File: config.mk
export PLATFORM = sky130hd
export DESIGN_NAME = frame_sync_ctrl
export DESIGN_NICKNAME = d
export VERILOG_FILES = /design/src/rtl/frame_sync_pkg.sv /design/src/rtl/frame_pos_cnt.sv /design/src/rtl/frame_sync_ctrl.sv
export SDC_FILE = /design/constraint.sdc
export NUM_CORES = 1
export LEC_CHECK = 0
export ABC_AREA = 1
export CAP_MARGIN = 0
export CORE_ASPECT_RATIO = 0.8
export CORE_UTILIZATION = 40
export CTS_CLUSTER_DIAMETER = 30
export DETAILED_ROUTE_END_ITERATION = 7
export HOLD_SLACK_MARGIN = 0.05
export PLACE_DENSITY = 0.66
export SLEW_MARGIN = 20
export SYNTH_ARGS = -nofsm -noshare
export SYNTH_HDL_FRONTEND = slang
export SYNTH_SLANG_ARGS = --single-unit
File: constraint.sdc
create_clock -name clk_i -period 3.15 [get_ports clk_i]
set_input_delay 0.315 -clock clk_i [delete_from_list [all_inputs] [get_ports clk_i]]
set_output_delay 0.315 -clock clk_i [all_outputs]
set_load 0.02 [all_outputs]
File: src/rtl/frame_sync_pkg.sv
// Shared encodings and defaults for the frame synchroniser.
// No logic lives here.
package frame_sync_pkg;

    typedef enum logic [1:0] {
        HUNT    = 2'b00,
        PRESYNC = 2'b01,
        SYNC    = 2'b10
    } fs_state_e;

    localparam int FRAME_LEN_DEF = 16;
    localparam int CONFIRM_N_DEF = 2;
    localparam int MISS_N_DEF    = 3;
    localparam int LOSS_CNT_W    = 8;

endpackage

File: src/rtl/frame_pos_cnt.sv
// Bit-position counter within a frame, with the marker check-cycle decode.
// Latency: position registered, next position exposed combinationally.
// No backpressure: advances every cycle unless held or loaded.
module frame_pos_cnt #(
    parameter  int FRAME_LEN = 16,
    localparam int POS_W     = $clog2(FRAME_LEN)
) (
    input  logic             clk_i,
    input  logic             rst_n_i,
    input  logic             load_i,
    input  logic             hold_i,
    output logic [POS_W-1:0] pos_o,
    output logic [POS_W-1:0] pos_d_o,
    output logic             check_o
);

    logic [POS_W-1:0] pos_q;
    logic [POS_W-1:0] pos_d;

    // A fresh marker is position 0, so the following cycle is position 1.
    always_comb begin
        pos_d = pos_q + POS_W'(1);
        if (load_i) begin
            pos_d = POS_W'(1);
        end else if (hold_i) begin
            pos_d = '0;
        end else if (pos_q == POS_W'(FRAME_LEN - 1)) begin
            pos_d = '0;
        end
    end

    always_ff @(posedge clk_i or negedge rst_n_i) begin
        if (!rst_n_i) begin
            pos_q <= '0;
        end else begin
            pos_q <= pos_d;
        end
    end

    assign pos_o   = pos_q;
    assign pos_d_o = pos_d;
    assign check_o = (pos_q == '0);

endmodule

File: src/rtl/frame_sync_ctrl.sv
// Frame lock FSM (HUNT/PRESYNC/SYNC) driven by an external 1010 detector; FRAME_SYNC_STATS_EN adds LOSS_CNT.
// Latency: FRAME_START/SYNC_LOST/DET_SCLR/PAYLOAD_VALID one cycle after the deciding edge.
// No backpressure: one serial bit consumed per clock.
module frame_sync_ctrl
    import frame_sync_pkg::*;
#(
    parameter  int FRAME_LEN = FRAME_LEN_DEF,
    parameter  int CONFIRM_N = CONFIRM_N_DEF,
    parameter  int MISS_N    = MISS_N_DEF,
    localparam int POS_W     = $clog2(FRAME_LEN)
) (
    input  logic                  clk_i,
    input  logic                  rst_n_i,
    input  logic                  in_data_i,
    input  logic                  pdet_i,
    output logic                  det_sclr_o,
    output logic                  in_sync_o,
    output logic                  frame_start_o,
    output logic                  payload_valid_o,
    output logic                  payload_bit_o,
    output logic [POS_W-1:0]      bit_pos_o,
    output logic                  sync_lost_o,
    output logic [LOSS_CNT_W-1:0] loss_cnt_o
);

    fs_state_e        state_q, state_d;
    logic [2:0]       conf_q, conf_d;
    logic [2:0]       miss_q, miss_d;
    logic             frame_start_q, frame_start_d;
    logic             sync_lost_q, sync_lost_d;
    logic             det_sclr_q;
    logic             payload_valid_q, payload_valid_d;
    logic [POS_W-1:0] pos_q, pos_d;
    logic             check;

    frame_pos_cnt #(.FRAME_LEN(FRAME_LEN)) u_pos (
        .clk_i   (clk_i),
        .rst_n_i (rst_n_i),
        .load_i  ((state_q == HUNT) && pdet_i),
        .hold_i  (state_d == HUNT),
        .pos_o   (pos_q),
        .pos_d_o (pos_d),
        .check_o (check)
    );

    always_comb begin
        state_d       = state_q;
        conf_d        = conf_q;
        miss_d        = miss_q;
        frame_start_d = 1'b0;
        sync_lost_d   = 1'b0;
        unique case (state_q)
            HUNT: begin
                if (pdet_i) begin
                    conf_d  = 3'd1;
                    miss_d  = 3'd0;
                    state_d = (CONFIRM_N == 1) ? SYNC : PRESYNC;
                end
            end
            PRESYNC: begin
                if (check && pdet_i) begin
                    conf_d = conf_q + 3'd1;
                    if (conf_q + 3'd1 >= 3'(CONFIRM_N)) state_d = SYNC;
                end else if (check) begin
                    state_d = HUNT;
                    conf_d  = 3'd0;
                    miss_d  = 3'd0;
                end
            end
            SYNC: begin
                if (check && pdet_i) begin
                    miss_d        = 3'd0;
                    frame_start_d = 1'b1;
                end else if (check && (miss_q + 3'd1 >= 3'(MISS_N))) begin
                    state_d     = HUNT;
                    conf_d      = 3'd0;
                    miss_d      = 3'd0;
                    sync_lost_d = 1'b1;
                end else if (check) begin
                    miss_d = miss_q + 3'd1;
                end
            end
            default: begin
                state_d = HUNT;
                conf_d  = 3'd0;
                miss_d  = 3'd0;
            end
        endcase
    end

    // Qualifier is built from next-state values so it lines up with BIT_POS.
    assign payload_valid_d = (state_d == SYNC) && (pos_d != '0)
                             && (pos_d <= POS_W'(FRAME_LEN - 4));

    // DET_SCLR resets high so the detector also sees a clear on the first edge out of reset.
    always_ff @(posedge clk_i or negedge rst_n_i) begin
        if (!rst_n_i) begin
            state_q         <= HUNT;
            conf_q          <= 3'd0;
            miss_q          <= 3'd0;
            frame_start_q   <= 1'b0;
            sync_lost_q     <= 1'b0;
            det_sclr_q      <= 1'b1;
            payload_valid_q <= 1'b0;
        end else begin
            state_q         <= state_d;
            conf_q          <= conf_d;
            miss_q          <= miss_d;
            frame_start_q   <= frame_start_d;
            sync_lost_q     <= sync_lost_d;
            det_sclr_q      <= sync_lost_d;
            payload_valid_q <= payload_valid_d;
        end
    end

`ifdef FRAME_SYNC_STATS_EN
    logic [LOSS_CNT_W-1:0] loss_cnt_q;

    always_ff @(posedge clk_i or negedge rst_n_i) begin
        if (!rst_n_i) begin
            loss_cnt_q <= '0;
        end else if (sync_lost_d && (loss_cnt_q != '1)) begin
            loss_cnt_q <= loss_cnt_q + LOSS_CNT_W'(1);
        end
    end

    assign loss_cnt_o = loss_cnt_q;
`else
    assign loss_cnt_o = '0;
`endif

    assign in_sync_o       = (state_q == SYNC);
    assign frame_start_o   = frame_start_q;
    assign sync_lost_o     = sync_lost_q;
    assign det_sclr_o      = det_sclr_q;
    assign payload_valid_o = payload_valid_q;
    assign payload_bit_o   = in_data_i;
    assign bit_pos_o       = pos_q;

endmodule
; Word level (Yosys, flattened, before mapping)
; Cells that the tools add are included.
[classes]
n_addsub = 3
n_eq_ne = 11
order_cmp = 3
mul = 0
div = 0
bitwise = 0
shift = 0
muxes = 27
n_reduce_logical = 11
[ops]
columns = op, count
row1 = $mux 3, 10
row2 = $pmux 3 s3, 2
row3 = $mux 2, 6
row4 = $mux 4, 3
row5 = $ne 2x2->1 const B, 4
row6 = $reduce_and 4->1, 2
row7 = $add 3x1->3 const B, 2
row8 = $ge 3x2->1 const B, 2
row9 = $pmux 2 s3, 1
row10 = $logic_and 1x1->1, 5
row11 = $mux 1, 5
row12 = $add 4x1->4 const B, 1
row13 = $eq 2x2->1 const B, 2
row14 = $eq 4x4->1 const B, 1
row15 = $le 4x4->1 const B, 1
row16 = $logic_not 2->1, 2
row17 = $logic_not 4->1, 1
row18 = $ne 4x1->1 const B, 1
row19 = $reduce_bool 4->1, 1
row20 = $ne 3x3->1 const B, 1
row21 = $eq 2x1->1 const B, 1
row22 = $ne 2x1->1 const B, 1
[word_totals]
input_bits = 4
latch_bits = 0
mem_count = 0
romBits = 0
ff_bits = 16
mem_bits_rw = 0
output_inout_bits = 18

; Longest topological paths before layout
[logic_depth]
depth_word = 12
mapped_depth = 13
depth_no_buf = 13

; By module
; A second synthesis with hierarchy kept.
[unflattened]
cells_unflattened = 120
hier_area_um2 = 999.7
[modules_own_cells]
columns = module, seq_area_each_um2, cells_per_inst, n_inst, area_per_inst_um2
row1 = frame_sync_ctrl, 301.5, 98, 1, 792.0
row2 = frame_pos_cnt, 100.1, 22, 1, 207.7

; Worst setup path before layout
; OpenSTA, ideal clock, no wires.
[synth_timing]
path_kind = register to register
start = register u_pos.pos_q[0], in the netlist u_pos.pos_o[0]
end = register payload_valid_q, in the netlist payload_valid_o
setup_slack_ns = 1.586
t_arrival_ns = 1.447
required_ns = 3.033
stages_incl_launch_ff = 12
setup_ns = 0.117
cell_sequence = dfrtp_1 > inv_1 > ha_1 > nand3_2 > nand2_1 > nand2_1 > nor2_2 > nand3_4 > o21ai_1 > nand2_1 > nand2_1 > nor2_1
[synth_via]
elab_chain_cells = 11
[synth_rtl]
columns = item, line
row1 = start: declaration, frame_pos_cnt.sv:17  ; logic [POS_W-1:0] pos_q;
row2 = start signal: assignment, frame_pos_cnt.sv:36  ; pos_q <= pos_d;
row3 = branches (longest 10 deep; another with $le 4x4->1), -
row4 = $logic_and 1x1->1 (*), frame_sync_ctrl.sv:93  ; && (pos_d <= POS_W'(FRAME_LEN - 4));
row5 = named net payload_valid_d, frame_sync_ctrl.sv:32  ; logic payload_valid_q, payload_valid_d;
row6 = end signal: assignment, frame_sync_ctrl.sv:112  ; payload_valid_q <= payload_valid_d;
row7 = end: declaration, frame_sync_ctrl.sv:32
; Mark *: on every way through the listed nets, which the timed path passes.
; A chain may end at the register's enable or synchronous reset.

; Worst setup path after layout
[layout_timing]
start = register state_q[1]
end = output in_sync_o
[layout_via]
elab_chain_cells = 1
[layout_rtl]
columns = item, line
row1 = start: declaration, frame_sync_ctrl.sv:26  ; fs_state_e state_q, state_d;
row2 = start signal: assignment, frame_sync_ctrl.sv:106  ; state_q <= state_d;
row3 = $eq 2x2->1, frame_sync_ctrl.sv:132  ; assign in_sync_o = (state_q == SYNC);
row4 = end: declaration, frame_sync_ctrl.sv:17  ; output logic in_sync_o,
; Every way passes these cells.

==> impl_metrics.prom <==
# TYPE chip_impl_metric gauge
chip_impl_metric{name="synth-seq-area-share",unit=""} 0.399
chip_impl_metric{name="routed-wl-met3",unit="um"} 81
chip_impl_metric{name="report.final.slew_viol_count",unit=""} 0
chip_impl_metric{name="fin_nets",unit=""} 155
chip_impl_metric{name="synth_top_cell_area_share",unit=""} 0.373
chip_impl_info{name="worst_r2r_endpoint",value="payload_valid_o$_DFF_PN0_"} 1
chip_impl_metric{name="post_place_setup_slack",unit="ns"} 1.36
chip_impl_metric{name="critical_path_required",unit="ns"} 2.83
chip_impl_metric{name="clock_latency",unit="ns"} 0.29
chip_impl_metric{name="synth.yosys.warnings",unit=""} 0
chip_impl_metric{name="wire_length_of_the_first_global_routing_pass",unit="um"} 2860
chip_impl_metric{name="avgSynthCellArea",unit="um^2"} 7.68
chip_impl_metric{name="antenna_cells_inserted",unit=""} 0
chip_impl_metric{name="cp_data_arrival_time",unit="ns"} 1.76
chip_impl_metric{name="power-per-cell-area",unit="nW/um^2"} 838
chip_impl_metric{name="finalHoldViolations",unit=""} 0
chip_impl_info{name="failed_checks",value="design-rule violations"} 1
chip_impl_info{name="crit_chain",value="inv_1, nor2_1, clkdlybuf4s50_1"} 1
chip_impl_info{name="run_status",value="finished, violations left"} 1
chip_impl_metric{name="min_period",unit="ns"} 2.07
chip_impl_metric{name="crit_path_max_incr_delay",unit="ns"} 0.67
chip_impl_info{name="worstSetupStartpoint",value="state_q[1]$_DFF_PN0_"} 1
chip_impl_metric{name="yosys_register_bits",unit=""} 16
chip_impl_metric{name="layout-area-overhead-vs-synth",unit="%"} 14.7
chip_impl_metric{name="level_count_of_the_clock_h_tree",unit=""} 1
chip_impl_metric{name="dp.final_hpwl",unit="um"} 1290
chip_impl_metric{name="tritoncts.num_buffers",unit=""} 3
chip_impl_metric{name="cts_buffer_depth",unit=""} 2
chip_impl_metric{name="postCtsSetupRepairBufs",unit=""} 0
chip_impl_info{name="regToRegStartpoint",value="u_pos.pos_o[0]$_DFF_PN0_"} 1
chip_impl_metric{name="final_cells",unit=""} 178
chip_impl_metric{name="max-slew-margin-rel",unit=""} 0.511
chip_impl_metric{name="grt_start_max_net_pins",unit=""} 17
chip_impl_metric{name="floorplan.initialDensity",unit=""} 0.443
chip_impl_metric{name="path_max_fanout",unit=""} 6
chip_impl_info{name="clockRootBuffer",value="sky130_fd_sc_hd__clkbuf_4"} 1
chip_impl_info{name="critPathLaunchType",value="flop"} 1
chip_impl_metric{name="die_h",unit="um"} 46.9
chip_impl_metric{name="ratio_of_cells_with_drive_above_1_in_the_final_layout",unit=""} 0.132
chip_impl_metric{name="ant_nets",unit=""} 0
chip_impl_metric{name="first_global_vias",unit=""} 661
chip_impl_metric{name="cell_area_after_synthesis",unit="um^2"} 1010
chip_impl_metric{name="fin_crit_sh",unit=""} 0.658
chip_impl_info{name="ys_top_cells_by_area",value="sky130_fd_sc_hd__dfrtp_1 37%, sky130_fd_sc_hd__nand2_1 12%, sky130_fd_sc_hd__inv_1 8.6%, sky130_fd_sc_hd__ha_1 7.5%, sky130_fd_sc_hd__buf_4 6.7%"} 1
chip_impl_metric{name="rr_worst_depth",unit=""} 11
chip_impl_metric{name="overflow",unit=""} 0
chip_impl_metric{name="route.detailed.vias_per_inst",unit=""} 4.31
chip_impl_metric{name="cts.sink_count",unit=""} 16
chip_impl_metric{name="routed_met1_length",unit="um"} 840
chip_impl_info{name="cp-endpoint",value="in_sync_o"} 1
chip_impl_metric{name="max_freq",unit="MHz"} 482
chip_impl_metric{name="met2_wirelength",unit="um"} 701
chip_impl_metric{name="die_span_x",unit="um"} 58.1
chip_impl_info{name="crit_type",value="reg -> out"} 1
chip_impl_metric{name="worstMarginPinSlew",unit="ns"} 0.732
chip_impl_metric{name="detailedRoute.firstPassIterationCount",unit=""} 6
chip_impl_metric{name="drv_cap",unit=""} 0
chip_impl_metric{name="worst_setup_hold_path_clk_slew",unit="ns"} 0.10
chip_impl_metric{name="num_vias",unit=""} 767
chip_impl_info{name="crit_path_top_delay_cell",value="sky130_fd_sc_hd__clkdlybuf4s50_1"} 1
chip_impl_metric{name="cts_resized",unit=""} 0
chip_impl_metric{name="postCtsHoldBufs",unit=""} 0
chip_impl_info{name="synth_area_leader_cell",value="sky130_fd_sc_hd__dfrtp_1"} 1
chip_impl_metric{name="wire_per_inst",unit="um"} 9.17
chip_impl_metric{name="route.final.wire_length",unit="um"} 1630
chip_impl_metric{name="floorplan.rows",unit=""} 15
chip_impl_info{name="end_kind",value="output pin"} 1
chip_impl_metric{name="die_area",unit="um^2"} 2720
chip_impl_info{name="hold_path.class",value="in -> async"} 1
chip_impl_metric{name="finalWeightedCongestion",unit=""} 0.743
chip_impl_metric{name="finalSetupViolCount",unit=""} 0
chip_impl_metric{name="irDropWorstVdd",unit="mV"} 0.408
chip_impl_metric{name="antenna_found_initial",unit=""} 0
chip_impl_metric{name="drcViolationCount",unit=""} 2
chip_impl_metric{name="total_leakage_power",unit="uW"} 0.000616
chip_impl_metric{name="fp.coreArea",unit="um^2"} 2270
chip_impl_info{name="tritoncts",value="built"} 1
chip_impl_metric{name="rrSetupSlack",unit="ns"} 1.53
chip_impl_metric{name="totalNegativeSetupSlack",unit="ns"} 0
chip_impl_metric{name="drc_marker_count_from_the_first_detailed_route_iteration",unit=""} 18
chip_impl_metric{name="setup_slack_of_the_critical_path_after_layout",unit="ns"} 1.08
chip_impl_info{name="setup_repair_after_global_routing_missed_its_margin",value="no"} 1
chip_impl_metric{name="gr-usage-all-layers",unit=""} 0.144
chip_impl_metric{name="port_buffers",unit=""} 11
chip_impl_metric{name="post_synth_inst_count",unit=""} 131
chip_impl_metric{name="boundaryPins",unit=""} 22
chip_impl_metric{name="synthDistinctLibCells",unit=""} 22
chip_impl_info{name="highest_layer",value="met4"} 1
chip_impl_metric{name="place_inst",unit=""} 174
chip_impl_metric{name="worst_clock_skew",unit="ns"} 0.00551
[cell usage in the layout (no fill, tap or decap)]
master                             n
sky130_fd_sc_hd__nand2_1          32
sky130_fd_sc_hd__inv_1            23
sky130_fd_sc_hd__nor2_1           15
sky130_fd_sc_hd__dfrtp_1          15
sky130_fd_sc_hd__clkdlybuf4s50_1  11
sky130_fd_sc_hd__conb_1            8
sky130_fd_sc_hd__ha_1              6
sky130_fd_sc_hd__o21ai_0           5
sky130_fd_sc_hd__nor2_2            4
sky130_fd_sc_hd__inv_2             3
sky130_fd_sc_hd__nand4_1           3
sky130_fd_sc_hd__nand3_1           3
sky130_fd_sc_hd__clkbuf_4          3
sky130_fd_sc_hd__nand3_2           2
sky130_fd_sc_hd__nand2_2           2
sky130_fd_sc_hd__nand3_4           1
sky130_fd_sc_hd__xnor2_1           1
sky130_fd_sc_hd__nor3b_2           1
sky130_fd_sc_hd__o21ai_2           1
sky130_fd_sc_hd__o21ai_1           1
sky130_fd_sc_hd__a22oi_1           1
sky130_fd_sc_hd__o21a_1            1
sky130_fd_sc_hd__clkbuf_8          1
sky130_fd_sc_hd__dfstp_2           1
[logic make-up (layout without fill, tap and decap cells)]
| kind of cell | count (synthesis) | after routing | synth area share |
|---|---|---|---|
| xor gates and xnor gates | 1 | 1 | 0.00871 |
| and+or+nand+nor | 63 | 63 | 0.296 |
| buffers and inverters | 35 | 41 | 0.164 |
| AOI/OAI and AO/OA | 9 | 9 | 0.0535 |
| adders and majority gates | 6 | 6 | 0.0746 |
| DFF | 16 | 16 | 0.399 |
| other | 1 | 8 | 0.00373 |
[critical path, delay by kind of cell (launching register included)]
family                 cells  cell delay (ns)
buffers and inverters      2             0.73
flip-flops                 1             0.44
AND/OR/NAND/NOR            1             0.30
[registers in the layout, indices dropped and copies added (netlist names)]
register / count
conf_q: 3
state_q: 2
u_pos.pos_o: 4
miss_q: 3
frame_start_o: 1
payload_valid_o: 1
det_sclr_o: 1
sync_lost_o: 1
[layout make-up]
class,count,area (um^2)
inverter,26,97.6
clock buffer,4,36.3
multi-input combinational,87,465
timing repair buffer,11,110
fill,225,1120
sequential,16,402
tap,34,42.5
[where the power goes]
group | internal [uW] | switching (uW)
registers | 259 | 52.8
clock network | 70.4 | 65.5
logic | 196 | 322
[how the worst min path moves through the flow]
stage / start / to / cells after the start
2_1_floorplan: rst_n_i / conf_q[0]$_DFFE_PN0P_ / 0
3_3_place_gp: miss_q[2]$_DFFE_PN0P_ / miss_q[2]$_DFFE_PN0P_ / 2
3_5_place_dp: conf_q[2]$_DFFE_PN0P_ / conf_q[2]$_DFFE_PN0P_ / 2
4_1_cts: rst_n_i / conf_q[1]$_DFFE_PN0P_ / 1
5_1_grt: rst_n_i / conf_q[1]$_DFFE_PN0P_ / 1
6_report: rst_n_i / conf_q[1]$_DFFE_PN0P_ / 1
[cells in the mapped netlist (all sizes together)]
cell type and count:
a22oi 1, buf 9, conb 1, dfrtp 15, dfstp 1, ha 6, inv 26, nand2 34
nand3 6, nand4 3, nor2 19, nor3b 1, o21a 1, o21ai 7, xnor2 1
[per-stage QoR]
stage	cell area [um^2]	total power [uW]	utilization	hold WS, ns
2_1_floorplan	1030	718	-	0.0194
3_3_place_gp	1120	832	0.492	0.499
3_5_place_dp	1120	837	0.492	0.512
4_1_cts	1150	977	0.508	0.484
5_1_grt	1150	1070	0.508	0.528
6_report	1150	966	0.508	0.453
[layer usage]
layer,GRT usage,vias up
met5,0,-
met4,0.0429,0
met2,0.228,16
met3,0.0579,2
met1,0.186,341
li1,-,408
No activity file was read; power rests on OpenSTA's default activity.
